<file path="src/rtl/matmul_pkg.sv">
// matmul_pkg: shared sizes and state encoding for the vector byte packer
package matmul_pkg;
  localparam int NBYTES = 12;
  localparam int BYTE_W = 8;
  localparam int IDX_W = 4;
  localparam int VEC_W = NBYTES * BYTE_W;
  typedef enum logic {FILL, ISSUE} pack_state_t;
endpackage

</file>
<file path="src/rtl/vec_byte_packer_if.sv">
// vec_byte_packer_if: byte-in handshake plus vector-out load bus
interface vec_byte_packer_if;
  import matmul_pkg::*;
  logic in_valid;
  logic in_ready;
  logic [BYTE_W-1:0] in_data;
  logic in_last;
  logic hold;
  logic ld;
  logic [VEC_W-1:0] vec_data;
  logic [IDX_W-1:0] vec_count;
  modport master(output in_valid, in_data, in_last, hold, input in_ready, ld, vec_data, vec_count);
  modport slave(input in_valid, in_data, in_last, hold, output in_ready, ld, vec_data, vec_count);
endinterface

</file>
<file path="src/rtl/vec_byte_packer.sv">
// vec_byte_packer: packs byte-serial elements into a vector and issues it with a one-cycle ld strobe
module vec_byte_packer import matmul_pkg::*; (
  input logic CLK,
  input logic reset,
  vec_byte_packer_if.slave bus
);
  pack_state_t state, state_nx;
  logic [BYTE_W-1:0] buf_q [NBYTES];
  logic [VEC_W-1:0] buf_flat, vec_q;
  logic [IDX_W-1:0] idx, cnt_q;
  logic ld_q, accept, done, go;
  always_comb begin
    accept = (state == FILL) && bus.in_valid && !reset;
    done = accept && (bus.in_last || idx == IDX_W'(NBYTES - 1));
    go = (state == ISSUE) && !bus.hold;
    state_nx = done ? ISSUE : go ? FILL : state;
  end
  always_comb begin
    buf_flat = '0;
    for (int k = 0; k < NBYTES; k++) buf_flat[BYTE_W*k +: BYTE_W] = buf_q[k];
  end
  // idx already holds the byte count once in ISSUE, so it doubles as the latched count
  always_ff @(posedge CLK) begin
    if (reset) begin
      state <= FILL;
      idx <= '0;
      buf_q <= '{default: '0};
      ld_q <= 1'b0;
      vec_q <= '0;
      cnt_q <= '0;
    end else begin
      state <= state_nx;
      ld_q <= go;
      if (accept) begin
        buf_q[idx] <= bus.in_data;
        idx <= idx + IDX_W'(1);
      end
      if (go) begin
        vec_q <= buf_flat;
        cnt_q <= idx;
        buf_q <= '{default: '0};
        idx <= '0;
      end
    end
  end
  assign bus.in_ready = (state == FILL) && !reset;
  assign bus.ld = ld_q;
  assign bus.vec_data = vec_q;
  assign bus.vec_count = cnt_q;
endmodule

</file>
<file path="src/flat_wrapper.sv">
// flat-port wrapper written by rule: the top's interface ports become plain ports
module vec_byte_packer_flat import matmul_pkg::*;
  (CLK, reset, bus_in_valid, bus_in_data, bus_in_last, bus_hold, bus_in_ready, bus_ld, bus_vec_data, bus_vec_count);
  vec_byte_packer_if bus_i ();
  input logic CLK;
  input logic reset;
  input wire logic [$bits(bus_i.in_valid)-1:0] bus_in_valid;
  input wire logic [$bits(bus_i.in_data)-1:0] bus_in_data;
  input wire logic [$bits(bus_i.in_last)-1:0] bus_in_last;
  input wire logic [$bits(bus_i.hold)-1:0] bus_hold;
  output wire logic [$bits(bus_i.in_ready)-1:0] bus_in_ready;
  output wire logic [$bits(bus_i.ld)-1:0] bus_ld;
  output wire logic [$bits(bus_i.vec_data)-1:0] bus_vec_data;
  output wire logic [$bits(bus_i.vec_count)-1:0] bus_vec_count;
  assign bus_i.in_valid = bus_in_valid;
  assign bus_i.in_data = bus_in_data;
  assign bus_i.in_last = bus_in_last;
  assign bus_i.hold = bus_hold;
  assign bus_in_ready = bus_i.in_ready;
  assign bus_ld = bus_i.ld;
  assign bus_vec_data = bus_i.vec_data;
  assign bus_vec_count = bus_i.vec_count;
  vec_byte_packer u_core (.CLK(CLK), .reset(reset), .bus(bus_i));
endmodule
</file>
<file path="config.mk">
export PLATFORM = sky130hd
export DESIGN_NAME = vec_byte_packer_flat
export DESIGN_NICKNAME = d
export VERILOG_FILES = /design/src/rtl/matmul_pkg.sv /design/src/rtl/vec_byte_packer_if.sv /design/src/rtl/vec_byte_packer.sv /design/src/flat_wrapper.sv
export SDC_FILE = /design/constraint.sdc
export NUM_CORES = 1
export LEC_CHECK = 0
export CORE_MARGIN = 10
export CORE_UTILIZATION = 38
export DETAILED_ROUTE_END_ITERATION = 10
export PLACE_DENSITY = 0.6
export SLEW_MARGIN = 25
export SYNTH_ARGS = -nofsm -noshare
export SYNTH_HDL_FRONTEND = slang
export SYNTH_SLANG_ARGS = --single-unit
</file>
<file path="constraint.sdc">
create_clock -name CLK -period 1.8 [get_ports CLK]
set_input_delay 0.36 -clock CLK [delete_from_list [all_inputs] [get_ports CLK]]
set_output_delay 0.36 -clock CLK [all_outputs]
set_load 0.05 [all_outputs]
</file>
Word-level counts from Yosys, hierarchy flattened
Cells that the tools add are included.
Word-level totals
  register bits: 202
  bits of input ports: 13
  output and inout bits: 102
Operators by class
  add/subtract/negate cells: 1
  $lt $le $gt $ge: 2
  eq/ne operators: 1
  multiplexer cells: 5
  bitwise gates (word level): 2
  reduce and logical (&&, ||, !) cells: 11
Operators by type and width (count)
  $bwmux W96: 1
  $demux W8 S4: 1
  $mux W8: 1
  $logic_and A1 B1 Y1: 6
  $ge A5 B5 Y1 const B: 1
  $lt A5 B1 Y1 const B: 1
  $not A4 Y5: 1
  $add A4 B1 Y4 const B: 1
  $eq A4 B4 Y1 const B: 1
  $logic_not A1 Y1: 2
  $mux W1: 2
  $reduce_bool A2 Y1: 1
  $reduce_or A2 Y1: 1
  $logic_or A1 B1 Y1: 1
  $not A1 Y1: 1

Logic depth before layout (Yosys ltp)
  depth after elaboration: 6
  gate-level depth with buffers: 7
  gate-level depth less buffers: 5

Least setup slack after synthesis
No wires, ideal clock.
  kind: register -> register
  from: reg u_core.idx[2]
  to: reg u_core.buf_q, in the netlist u_core.buf_flat[35]
  data arrival time: 1.550 ns
  setup slack: 0.165 ns
  cell stages (with the launch flop): 7
  buffers on the path: 3
  period minus slack after synthesis: 1.635 ns
  path through: dfxtp_1 -> buf_6 -> or3b_1 -> buf_6 -> or3_1 -> buf_6 -> o31ai_2
Between the ends
  cells in the longest elaborated chain, start to end: 6
  elaborated cells between the ends (all ways): 7
  those cells by class: order compare: 2; mux: 3; bitwise: 1; reduce/logical: 1
RTL lines
  start, declared: line vec_byte_packer.sv:10  | logic [IDX_W-1:0] idx, cnt_q;
  start signal, assigned: line vec_byte_packer.sv:36  | idx <= idx + IDX_W'(1);
  $not A4 Y5 (implied by the code) *: line vec_byte_packer.sv:35  | buf_q[idx] <= bus.in_data;
  $ge A5 B5 Y1 (implied by the code) or $lt A5 B1 Y1 (tied branches): line vec_byte_packer.sv:35
  $logic_and A1 B1 Y1 (implied by the code): line vec_byte_packer.sv:35
  $mux W8 (implied by the code): line vec_byte_packer.sv:35
  $demux W8 S4 *: line vec_byte_packer.sv:35
  $bwmux W96 *: line vec_byte_packer.sv:35
  end signal, assigned by index: line vec_byte_packer.sv:35
  end, declared: line vec_byte_packer.sv:8  | logic [BYTE_W-1:0] buf_q [NBYTES];
Every way passes the cells marked *; elsewhere a longest branch is shown, timed or not.
A chain may end at the register's enable or synchronous reset.

Worst setup path in the final report
  from: reg u_core.state
  to: out bus_in_ready
Between the ends
  cells in the longest elaborated chain, start to end: 2
RTL lines
  start, declared: line vec_byte_packer.sv:7  | pack_state_t state, state_nx;
  start signal, assigned: line vec_byte_packer.sv:32  | state <= state_nx;
  $not A1 Y1: line vec_byte_packer.sv:46  | assign bus.in_ready = (state == FILL) && !reset;
  $logic_and A1 B1 Y1: line vec_byte_packer.sv:46
  end, declared: line flat_wrapper.sv:11  | output wire logic [$bits(bus_i.in_ready)-1:0] bus_in_ready;
Every way passes these cells.

==> impl_summary.log <==
INFO  metric combinational_family_with_the_most_area_after_synthesis = compound AO/OA/AOI/OAI gates
INFO  metric place.detailed.hpwl = 13700 um
INFO  metric maxSlewViolCount = 0
INFO  metric layout_commonest_cell = sky130_fd_sc_hd__dfxtp_1
INFO  metric core_area = 0.0181 sq mm
INFO  metric synthesis.area = 0.00709 sq mm
INFO  metric post_synth.cell_area_avg = 10.3 sq um
INFO  metric drt_iter0_drc = 536
INFO  metric synth_simple_gate_area_share = 0.0984
INFO  metric post-place-cells = 1005
INFO  metric detail_route.first_pass.iterations = 5
INFO  metric clk_path_buf_depth = 3
INFO  metric power.density_cell_area = 1030 mW/mm^2
INFO  metric post_synth_fa_ha_maj_area_fraction = 0.00705
INFO  metric power.internal = 0.00750 W
INFO  metric routedWlPerCell = 19.0 um
INFO  metric detailed_route_wl = 19900 um
INFO  metric grt_max_degree = 59
INFO  metric finalSetupTns = 0 ps
INFO  metric via_count = 5756
INFO  metric clock_transition_at_the_register_clock_pins_on_the_worst_setup_and_hold_paths_after_cts = 60 ps
INFO  metric grt_antenna_before_repair = 0
INFO  metric setup-violations-final = 0
INFO  metric critPathRequiredTime = 1440 ps
INFO  metric number_of_instances_resized_during_post_cts_repair = 0
INFO  metric finalCriticalPeriod = 1700 ps
INFO  metric cap_violations = 0
INFO  metric drive_gt1_frac = 0.253
INFO  metric critical_path.startpoint_type = register
INFO  metric synthMuxAreaShare = 0.0367
INFO  metric path_class = reg2out
INFO  metric grt_overflow = 0
INFO  metric ios = 115
INFO  metric htree_num_levels = 1
INFO  metric finalNonFillerCells = 1043
INFO  metric p_switching = 0.00208 W
INFO  metric max_slew.worst_pin.slew = 507 ps
INFO  metric yosysSeqAreaShare = 0.570
INFO  metric crit_fanout = 10
INFO  metric drt_drc_violations_left = 0
INFO  metric syn_to_final_growth = 30.5%
INFO  metric grt_pass1_wl = 31400 um
INFO  metric synth_seq_cells = 202
INFO  metric globalRouteTotalUtil = 0.156
INFO  metric commonest_cells_after_routing_fill_and_taps_aside = sky130_fd_sc_hd__dfxtp_1 (202), sky130_fd_sc_hd__buf_4 (138), sky130_fd_sc_hd__a22o_1 (100), sky130_fd_sc_hd__nand3_1 (91), sky130_fd_sc_hd__o21ai_0 (68)
INFO  metric grt_setup_unrepaired = no
INFO  metric synth_enable_flop_cells = 0
INFO  metric clock_skew = 10.7 ps
INFO  metric post_place_cell_area = 0.00850 sq mm
INFO  metric layout.cell_area.non_filler = 0.00926 sq mm
INFO  metric clock_sink_count = 202
INFO  metric starting_utilization_of_the_core_area = 0.391
INFO  metric clkPwrFrac = 0.480
INFO  metric synthesis.yosys.warnings = 0
INFO  metric grt_pass1_vias = 5668
INFO  metric ir_worst_vdd = 579 uV
INFO  metric post_synth_inst_count = 689
INFO  metric min_path_cells = 1
INFO  metric power_frac_comb = 0.050
INFO  metric cts_setup_buffers = 0
INFO  metric min_path_type = reg2reg
INFO  metric clk-insertion-delay-late = 500 ps
INFO  metric synth_xor_area_frac = 0.00247
INFO  metric drtAntennaViolNets = 0
INFO  metric crit_arrival = 1340 ps
INFO  metric antenna-diode-count = 0
INFO  metric fmaxAchievable = 589 MHz
INFO  metric slew-limit-headroom = 0.662
INFO  metric setup.reg_to_reg.worst_slack = 210 ps
INFO  metric outcome = finished clean
INFO  metric final_net_count = 817
INFO  metric fin_util = 0.510
INFO  metric tritoncts = yes
INFO  metric gp_congestion = 0.798
INFO  metric die_y = 157 um
INFO  metric switching_share = 0.217
INFO  metric fp.dieArea = 0.0245 sq mm
INFO  metric floorplan.die.width = 157 um
INFO  metric mappedNetlistNets = 706
INFO  metric post_cts_hold_buffer_count = 0
INFO  metric synth.lib_cells_used.distinct = 35
INFO  metric leakage_power_of_the_design = 3.80 nW
INFO  metric power_frac_seq = 0.470
INFO  metric num_rows = 49
INFO  metric endpoint_kind = primary output
INFO  metric synth_compound_area_frac = 0.236
INFO  metric reg2regPathDepth = 5
INFO  metric finalHoldViolations = 0
INFO  metric finalCritPeriodShare = 0.943
INFO  metric yosys_most_used_dff = sky130_fd_sc_hd__dfxtp_1
INFO  metric viasPerCell = 5.52
INFO  metric numCtsBuffers = 22
INFO  metric synth-async-reset-ratio = 0
INFO  metric port_buffers = 114
INFO  metric root_buffer = sky130_fd_sc_hd__clkbuf_16
cells in the mapped netlist (3+ instances only):
master,count,share of area
sky130_fd_sc_hd__and4bb_2,4,0.0071
sky130_fd_sc_hd__nand3_1,91,0.064
sky130_fd_sc_hd__o2111ai_1,8,0.0099
sky130_fd_sc_hd__buf_6,3,0.0048
sky130_fd_sc_hd__ha_1,4,0.0071
sky130_fd_sc_hd__mux2i_1,26,0.037
sky130_fd_sc_hd__a21oi_1,64,0.045
sky130_fd_sc_hd__a22o_1,100,0.12
sky130_fd_sc_hd__nand3_2,3,0.0042
sky130_fd_sc_hd__inv_1,9,0.0048
sky130_fd_sc_hd__dfxtp_1,202,0.57
sky130_fd_sc_hd__buf_2,4,0.0028
sky130_fd_sc_hd__nor2_1,7,0.0037
sky130_fd_sc_hd__clkbuf_1,65,0.034
sky130_fd_sc_hd__buf_1,3,0.0016
sky130_fd_sc_hd__nand4bb_1,4,0.0063
sky130_fd_sc_hd__o21ai_0,68,0.048
power groups by stage:
stage               Clock, W  Combinational [W]  Sequential, W
finish               0.00460           0.000478        0.00450
global route         0.00488           0.000513        0.00450
CTS                  0.00469           0.000477        0.00450
detailed placement         0           0.000474        0.00460
global placement           0           0.000464        0.00460
floorplan                  0           0.000240        0.00461
sequential cells by signal, summed over array words and instances (netlist names):
name                  count
u_core.buf_flat          96
u_core.state              1
u_core.bus.ld             1
u_core.idx                4
u_core.bus.vec_data      96
u_core.bus.vec_count      4
area by class of cell:
| class | count | area [sq um] |
|---|---|---|
| well taps | 229 | 287 |
| flip-flops and latches | 202 | 4040 |
| clock buffers | 29 | 658 |
| multi-input cells | 401 | 2720 |
| repair buffers | 163 | 1420 |
| fillers | 1617 | 8890 |
| clock inverters | 9 | 98.8 |
| inverters | 10 | 37.5 |
worst max-delay path, cell delays in order, from the launching register on:
cell and delay, ps:
sky130_fd_sc_hd__dfxtp_1 300, sky130_fd_sc_hd__buf_4 170, sky130_fd_sc_hd__nor2_1 200, sky130_fd_sc_hd__buf_12 170
path summary, 6_finish.rpt:
path / endpoint / from
min reg2reg: u_core.bus.vec_data[79] / u_core.buf_flat[79]
max reg2reg: u_core.buf_flat[38] / u_core.idx[0]
min: u_core.bus.vec_data[79] / u_core.buf_flat[79]
max: bus_in_ready / u_core.state
kinds of logic after synthesis:
| kind of cell | Yosys count |
|---|---|
| AOI/OAI and AO/OA | 246 |
| DFF | 202 |
| and+or+nand+nor | 123 |
| buffers and inverters | 86 |
| muxes | 26 |
| adders and majority gates | 4 |
| xor gates and xnor gates | 2 |
per-stage QoR:
stage	power [W]	hold WS, ps	worst slack, ps
detailed placement	0.00508	451	-52.3
finish	0.00958	456	103
CTS	0.00967	459	74.5
floorplan	0.00485	436	165
global placement	0.00507	444	-13.0
global route	0.00989	482	30.2
metal layers:
| layer | track usage | vias to the layer above | wire, um |
|---|---|---|---|
| met2 | 0.255 | 163 | 9450 |
| met3 | 0.0362 | 31 | 1180 |
| li1 | - | 2757 | - |
| met4 | 0.0373 | 0 | 318 |
| met1 | 0.205 | 2805 | 8920 |
| met5 | 0 | - | 0 |
Power figures use the tool's default switching activity.
